===== src/rtl/bcd_pkg.sv =====
// Shared widths and active-low seven-segment patterns for the BCD display block.
// Segment bit order is g..a (bit 6 = g, bit 0 = a).
package bcd_pkg;

    localparam int unsigned BCD_W = 4;
    localparam int unsigned SEG_W = 7;

    localparam logic [SEG_W-1:0] SEG_DIGIT [10] = '{
        7'b1000000,  // 0
        7'b1111001,  // 1
        7'b0100100,  // 2
        7'b0110000,  // 3
        7'b0011001,  // 4
        7'b0010010,  // 5
        7'b0000010,  // 6
        7'b1111000,  // 7
        7'b0000000,  // 8
        7'b0010000   // 9
    };

    localparam logic [SEG_W-1:0] SEG_E     = 7'b0000110;
    localparam logic [SEG_W-1:0] SEG_BLANK = 7'b1111111;

    function automatic logic digit_invalid(input logic [BCD_W-1:0] d);
        return d > BCD_W'(9);
    endfunction

endpackage


===== src/rtl/bcd_seg_decode.sv =====
// One BCD digit to active-low segments; invalid digits show "E", or blank
// while blank_err_i is high.
module bcd_seg_decode
    import bcd_pkg::*;
(
    input  logic [BCD_W-1:0] digit_i,
    input  logic             blank_err_i,
    output logic [SEG_W-1:0] seg_c
);

    always_comb begin
        seg_c = blank_err_i ? SEG_BLANK : SEG_E;
        case (digit_i)
            4'd0:    seg_c = SEG_DIGIT[0];
            4'd1:    seg_c = SEG_DIGIT[1];
            4'd2:    seg_c = SEG_DIGIT[2];
            4'd3:    seg_c = SEG_DIGIT[3];
            4'd4:    seg_c = SEG_DIGIT[4];
            4'd5:    seg_c = SEG_DIGIT[5];
            4'd6:    seg_c = SEG_DIGIT[6];
            4'd7:    seg_c = SEG_DIGIT[7];
            4'd8:    seg_c = SEG_DIGIT[8];
            4'd9:    seg_c = SEG_DIGIT[9];
            default: ;
        endcase
    end

endmodule


===== src/rtl/bcd_display_n.sv =====
// N-digit BCD value register with load/increment, sticky invalid-digit flags
// and registered seven-segment outputs. Define BCD_BLINK_EN to blink invalid digits.
module bcd_display_n
    import bcd_pkg::*;
#(
    parameter int unsigned DIGITS    = 2,
    parameter int unsigned BLINK_DIV = 25000000
) (
    input  logic                      clk,
    input  logic                      rst_n,
    input  logic                      load,
    input  logic [BCD_W*DIGITS-1:0]   din,
    input  logic                      inc,
    input  logic                      clr_err,
    output logic [BCD_W*DIGITS-1:0]   value,
    output logic [SEG_W*DIGITS-1:0]   hex,
    output logic [DIGITS-1:0]         err,
    output logic                      carry_out
);

    localparam int unsigned VAL_W = BCD_W * DIGITS;
    localparam int unsigned HEX_W = SEG_W * DIGITS;

    if (DIGITS == 0 || DIGITS > 8 || BLINK_DIV < 2) begin : g_param_err
        $error("bcd_display_n: illegal DIGITS or BLINK_DIV");
    end

    logic [VAL_W-1:0] value_q, value_d;
    logic [DIGITS-1:0] err_q, err_d;
    logic             carry_q, carry_d;
    logic [HEX_W-1:0] hex_q;
    logic [HEX_W-1:0] seg_c;
    logic [VAL_W-1:0] inc_val;
    logic             all_valid;
    logic             ripple;
    logic [BCD_W-1:0] nib;
    logic             blank_err;

    // Next value / error / carry; load has priority over inc, set over clear.
    always_comb begin
        value_d   = value_q;
        err_d     = err_q;
        carry_d   = 1'b0;
        all_valid = 1'b1;
        ripple    = 1'b1;
        inc_val   = '0;
        nib       = '0;

        for (int i = 0; i < DIGITS; i++) begin
            nib = value_q[BCD_W*i +: BCD_W];
            if (digit_invalid(nib)) begin
                all_valid = 1'b0;
            end
            if (ripple) begin
                if (nib == BCD_W'(9)) begin
                    nib = '0;
                end else begin
                    nib    = nib + BCD_W'(1);
                    ripple = 1'b0;
                end
            end
            inc_val[BCD_W*i +: BCD_W] = nib;
        end

        if (clr_err) begin
            err_d = '0;
        end

        if (load) begin
            value_d = din;
            for (int i = 0; i < DIGITS; i++) begin
                if (digit_invalid(din[BCD_W*i +: BCD_W])) begin
                    err_d[i] = 1'b1;
                end
            end
        end else if (inc && all_valid) begin
            value_d = inc_val;
            carry_d = ripple;
        end
    end

    always_ff @(posedge clk or negedge rst_n) begin
        if (!rst_n) begin
            value_q <= '0;
            err_q   <= '0;
            carry_q <= 1'b0;
            hex_q   <= {DIGITS{SEG_DIGIT[0]}};
        end else begin
            value_q <= value_d;
            err_q   <= err_d;
            carry_q <= carry_d;
            hex_q   <= seg_c;
        end
    end

`ifdef BCD_BLINK_EN
    localparam int unsigned CNT_W = (BLINK_DIV > 1) ? $clog2(BLINK_DIV) : 1;

    logic [CNT_W-1:0] cnt_q, cnt_d;
    logic             phase_q, phase_d;

    // Free-running half-period counter; phase high means invalid digits show "E".
    always_comb begin
        cnt_d   = cnt_q + CNT_W'(1);
        phase_d = phase_q;
        if (cnt_q == CNT_W'(BLINK_DIV - 1)) begin
            cnt_d   = '0;
            phase_d = ~phase_q;
        end
    end

    always_ff @(posedge clk or negedge rst_n) begin
        if (!rst_n) begin
            cnt_q   <= '0;
            phase_q <= 1'b1;
        end else begin
            cnt_q   <= cnt_d;
            phase_q <= phase_d;
        end
    end

    assign blank_err = ~phase_q;
`else
    assign blank_err = 1'b0;
`endif

    for (genvar g = 0; g < DIGITS; g++) begin : g_dig
        bcd_seg_decode u_dec (
            .digit_i     (value_q[BCD_W*g +: BCD_W]),
            .blank_err_i (blank_err),
            .seg_c       (seg_c[SEG_W*g +: SEG_W])
        );
    end

    assign value     = value_q;
    assign err       = err_q;
    assign carry_out = carry_q;
    assign hex       = hex_q;

endmodule


===== config.mk =====
export PLATFORM = sky130hd
export DESIGN_NAME = bcd_display_n
export DESIGN_NICKNAME = d
export VERILOG_FILES = /design/src/rtl/bcd_pkg.sv /design/src/rtl/bcd_seg_decode.sv /design/src/rtl/bcd_display_n.sv
export SDC_FILE = /design/constraint.sdc
export NUM_CORES = 1
export LEC_CHECK = 0
export CELL_PAD_IN_SITES_DETAIL_PLACEMENT = 0
export CELL_PAD_IN_SITES_GLOBAL_PLACEMENT = 2
export CORE_AREA = 5 5 60 88
export CTS_CLUSTER_SIZE = 30
export DETAILED_ROUTE_END_ITERATION = 10
export DIE_AREA = 0 0 65 93
export GPL_TIMING_DRIVEN = 0
export PLACE_DENSITY = 0.77
export SKIP_LAST_GASP = 1
export SLEW_MARGIN = 20
export SYNTH_ARGS = -nofsm -noshare
export SYNTH_HDL_FRONTEND = slang
export SYNTH_SLANG_ARGS = --single-unit

===== constraint.sdc =====
create_clock -name clk -period 2.2 [get_ports clk]
set_clock_uncertainty 0.15 [all_clocks]
set_input_delay 0.55 -clock clk [delete_from_list [all_inputs] [get_ports clk]]
set_output_delay 0.55 -clock clk [all_outputs]
set_load 0.02 [all_outputs]

======== After elaboration in Yosys (flattened, before gate mapping) ========
Cells that the tools add are included.
cells by class
  add/subtract/negate cells ............... 2
  magnitude comparators ................... 4
  equal/unequal tests ..................... 18
  muxes and demuxes ....................... 18
  reduce and logical (&&, ||, !) cells .... 6
operator list
  operator             number
  $pmux 7 s10          2
  $eq 4x3->1 const B   8
  $eq 4x2->1 const B   4
  $eq 4x4->1 const B   4
  $gt 4x4->1 const B   4
  $mux 8               2
  $mux 4               3
  $mux 1               9
  $add 4x1->4 const B  2
  $eq 4x1->1 const B   2
  $logic_not 4->1      2
  $mux 2               2
  $reduce_bool 2->1    2
  $reduce_and 2->1     1
  $logic_and 1x1->1    1
word-level totals
  flip-flop bits (word level) ............. 25
  output and inout port bits .............. 25
  logic and storage cells ................. 53

======== Depth between registers and ports, before layout ========
  word-level depth ........................ 6
  depth in mapped cells ................... 5

======== Modules after synthesis ========
From an unflattened synthesis, not the netlist that was laid out.
second synthesis, totals
  cell total of the unflattened synthesis .. 140
  area total of the unflattened synthesis .. 1343.8 sq um
modules (own cells, without submodules)
  module          instances  cells an instance  area an instance (sq um)  sequential area each (sq um)
  bcd_display_n   1          88                 1016.0                    628.1
  bcd_seg_decode  2          26                 163.9                     0.0

======== Least setup slack after synthesis ========
Ideal clock, no wire load.
  path kind ............................... reg-to-reg
  from .................................... reg value_q[1], in the netlist value[1]
  to ...................................... reg value_q[7], in the netlist value[7]
  arrival time ............................ 1.196 ns
  data required time ...................... 1.916 ns
  setup slack ............................. 0.720 ns
  stages on the path, launching flop included .. 5
  clock period less this slack ............ 1.480 ns
  cells stage by stage .................... dfrtp_1 > and4bb_4 > nand3_4 > a221oi_2 > a221oi_2
on the way
  word-level cells in the longest chain between the ends .. 6
  elaborated cells between the ends (all ways) .. 9
  those cells by class .................... order compare (1); eq/ne (1); mux (3); reduce/logical (4)
RTL lines
  element                              RTL line             text
  from (decl)                          bcd_display_n.sv:28  logic [VAL_W-1:0] value_q, value_d;
  from (signal assigned)               bcd_display_n.sv:89  value_q <= value_d;
  $gt 4x4->1                           bcd_pkg.sv:25        return d > BCD_W'(9);
  $mux 1 (2 in series)                 bcd_display_n.sv:51  if (digit_invalid(nib)) begin
  $logic_and 1x1->1                    bcd_display_n.sv:76  end else if (inc && all_valid) begin
  $reduce_bool 2->1 (no source line)   --
  $reduce_and 2->1 (no source line) *  --
Every way passes the cells marked *; elsewhere a longest branch is shown, timed or not.
A chain may end at the register's enable or synchronous reset.

======== Final worst setup path ========
  from .................................... reg value_q[4], in the netlist value[4]
  to ...................................... out value[4]
RTL lines
  element    RTL line             text
  to (decl)  bcd_display_n.sv:15  output logic [BCD_W*DIGITS-1:0] value,
No word-level cell between the ends.

==> results.md <==
- Run status: finished clean
- Final setup violating endpoints: 0
- Gr ovfl total: 0
- Clock Tree Buf Depth: 2
- Crit path depth: 1
- Net Sw Frac: between 30 and 40%
- Data arrival, critical path: approximately 1.4 ns
- Initial Util: between 20 and 30%
- Die Ht: 93 um
- Hold-fix buffers at CTS: 0
- Routability cong.: around 0.8
- Max Cap Viol: 0
- Utilization after layout: between 30% and 40%
- Hold Crit Class: primary input to async pin
- Worst-Margin Slew: ~0.57 ns
- Synth area leader: dfrtp_1
- Residual DRC: 0
- Int Pwr: 867 uW
- Combinational power share: between 30 and 40%
- Clk_lat worst skew: ~0.27 ns
- CTS sink count: 25
- Peak supply drop: 0.000283 V
- Avg Synthesized Cell Area: 10.0 um^2
- Die ar.: 6050 um^2
- Relative slew slack: between 60% and 70%
- Yosys cell types: 41
- Pins Over Slew Limit: 0
- Routed vias/inst: 5.00
- Final WL: 3.16 mm
- H-tree depth: 1
- Via count: about 1.1k
- ANT cells: 0
- CP Data Required Time: 1.50 ns
- Clock-pin transition on the worst setup and hold timing paths: roughly 0.09 ns
- Clock share of power: a little over a fifth
- Core area: 4470 um^2
- Row Count: 30
- Fin crit share: a little over nine tenths
- Fmax achieved: roughly 470 MHz
- Number of I/O pins: 38
- Synthesized flop and latch total: 25
- Global Route Usage Sum: about 11%
- Post-DRT Antenna Nets: 0
- Pwr Density: 753 nW/um^2
- Number of global-route vias before repair: 1,119
- P_sw: approximately 440 uW
- Final setup TNS: 0 ns
- CP bufs+invs: 1
- First-pass GRT wire length: roughly 5.2 mm
- Static Leakage: 0.000726 uW
- DR WL/cell: between 10 and 15 um
- Yosys top cell area share: a little under half
- Crit path max-delay family: buffers and inverters
- Mapped Nets: 140
- I/O Buffers: 36
- RSZ-0062 raised after global routing: no
- DIE WIDTH: about 65 um
- Setup CP Type: flop to output port
- Startpoint Class: flop
- Post-CTS Setup Bufs: 0
- Synthesized netlist cell count: roughly 130
- Area grow syn2layout: 36.3%
- R2R setup slack: around 0.73 ns
- Fin nets: between 150 and 200
- CP peak stage delay: 0.66 ns
- Layout cells sized above 1: between 10% and 20%
- TritonCTS Buffers: 3
- CTS root buffer: clkbuf_8
- Crit. End Element: output port
- Largest net degree at the start of global routing: 26
- Synth top area cells: dfrtp_1 45%, dfstp_2 4.1%, xnor2_1 4.1%
- Maximum fanout along the worst path: 7
- YS warnings: 0
- Post-synthesis instance area: 1270 um^2
- CTS tree: yes
- Hpwl dp: 2.40 mm
- Initial antenna violation count: 0
- Hold Fails Final Rpt: 0
- Resized Gates After CTS: 0
- Fin crit period: ~2.1 ns
- Sequential share of the synthesized area: 49.5%
- First-pass detailed-route iteration total: 4
- Worst r2r path cells: 4
- CP max stage cell: clkdlybuf4s50_1
- DR iter-0 viols: 48
- Worst path cell trace: clkdlybuf4s50_1
- Sequential Power Share: 42.7%
kinds of logic after synthesis:
family | after synthesis | synth area share (%)
AOI/OAI and AO/OA | 40 | 21.4
xor gates and xnor gates | 7 | 4.83
buffers and inverters | 18 | 7.19
DFF | 25 | 49.5
muxes | 1 | 0.788
and+or+nand+nor | 36 | 16.4
final cells by class:
| cell class | instances | area, um^2 |
|---|---|---|
| Clock buffer | 4 | 45.0 |
| Fill cell | 442 | 2740 |
| Buffer | 10 | 61.3 |
| Multi-Input combinational cell | 84 | 551 |
| Tap cell | 48 | 60.1 |
| Inverter | 8 | 30.0 |
| Sequential cell | 25 | 628 |
| Timing Repair Buffer | 36 | 355 |
registers in the layout, indices dropped and copies added, names as in the netlist:
signal     cells
hex           14
value          8
carry_out      1
err            2
per-stage QoR:
stage                     worst slack, ns  hold WS, ns  instance area, um^2  power (uW)  std cells
after global placement              0.105        0.369                 1690        1040        211
after CTS                          0.0749        0.137                 1730        1320        215
after detailed placement            0.204        0.376                 1690        1040        211
after global routing               0.0361        0.165                 1730        1380        215
final                              0.0844        0.116                 1730        1300        215
after floorplan                     0.720        0.104                 1270         834        127
layer usage:
metal | share of wire, % | global-route usage [%] | up-vias | wire [um]
li1 | - | - | 517 | -
met1 | 40 | 12.1 | 521 | 1280
met2 | 53 | 19.8 | 34 | 1660
met3 | 5.7 | 2.88 | 4 | 180
met4 | 1.3 | 3.70 | 0 | 41
met5 | 0 | 0 | - | 0
layout by cell type (no fill, tap or decap), types with 3 or more instances in the layout:
master and count:
nand2_1 10, a21o_1 3, o21ai_1 7, o22ai_1 3, clkbuf_8 3, nor2_1 10, inv_1 7, a21oi_1 10
xnor2_1 6, clkdlybuf4s50_1 35, dfrtp_1 23, o21ai_0 5, buf_2 8
synth_stat cells (all sizes together):
| master | instances |
|---|---|
| a211oi | 2 |
| a21boi | 1 |
| a21o | 3 |
| a21oi | 10 |
| a221oi | 2 |
| a31oi | 1 |
| and2 | 1 |
| and3 | 1 |
| and4bb | 1 |
| buf | 10 |
| dfrtp | 23 |
| dfstp | 2 |
| inv | 8 |
| mux2i | 1 |
| nand2 | 10 |
| nand2b | 2 |
| nand3 | 3 |
| nand4 | 2 |
| nand4b | 2 |
| nor2 | 10 |
| nor3 | 2 |
| o211ai | 1 |
| o21a | 1 |
| o21ai | 13 |
| o22a | 1 |
| o22ai | 3 |
| o31a | 1 |
| o31ai | 1 |
| or2 | 1 |
| or3 | 1 |
| xnor2 | 6 |
| xor2 | 1 |
path summary, 6_finish.rpt:
| path | startpoint | end |
|---|---|---|
| hold / removal | rst_n | value[4]$_DFFE_PN0P_ |
| hold reg to reg | err[1]$_DFF_PN0_ | err[1]$_DFF_PN0_ |
| min in group clk | err[1]$_DFF_PN0_ | err[1]$_DFF_PN0_ |
| max in group asynchronous | rst_n | hex[6]$_DFF_PN1_ |
| setup / recovery | value[4]$_DFFE_PN0P_ | value[4] |
| setup reg to reg | value[2]$_DFFE_PN0P_ | value[7]$_DFFE_PN0P_ |
power by group through the flow:
stage          Combinational [uW]  Clock (uW)  Sequential (uW)
2_1_floorplan                 189           0              644
5_1_grt                       509         302              566
3_5_place_dp                  473           0              567
6_report                      470         276              557
3_3_place_gp                  471           0              568
4_1_cts                       476         286              558
(Power assumes the default switching activity.)
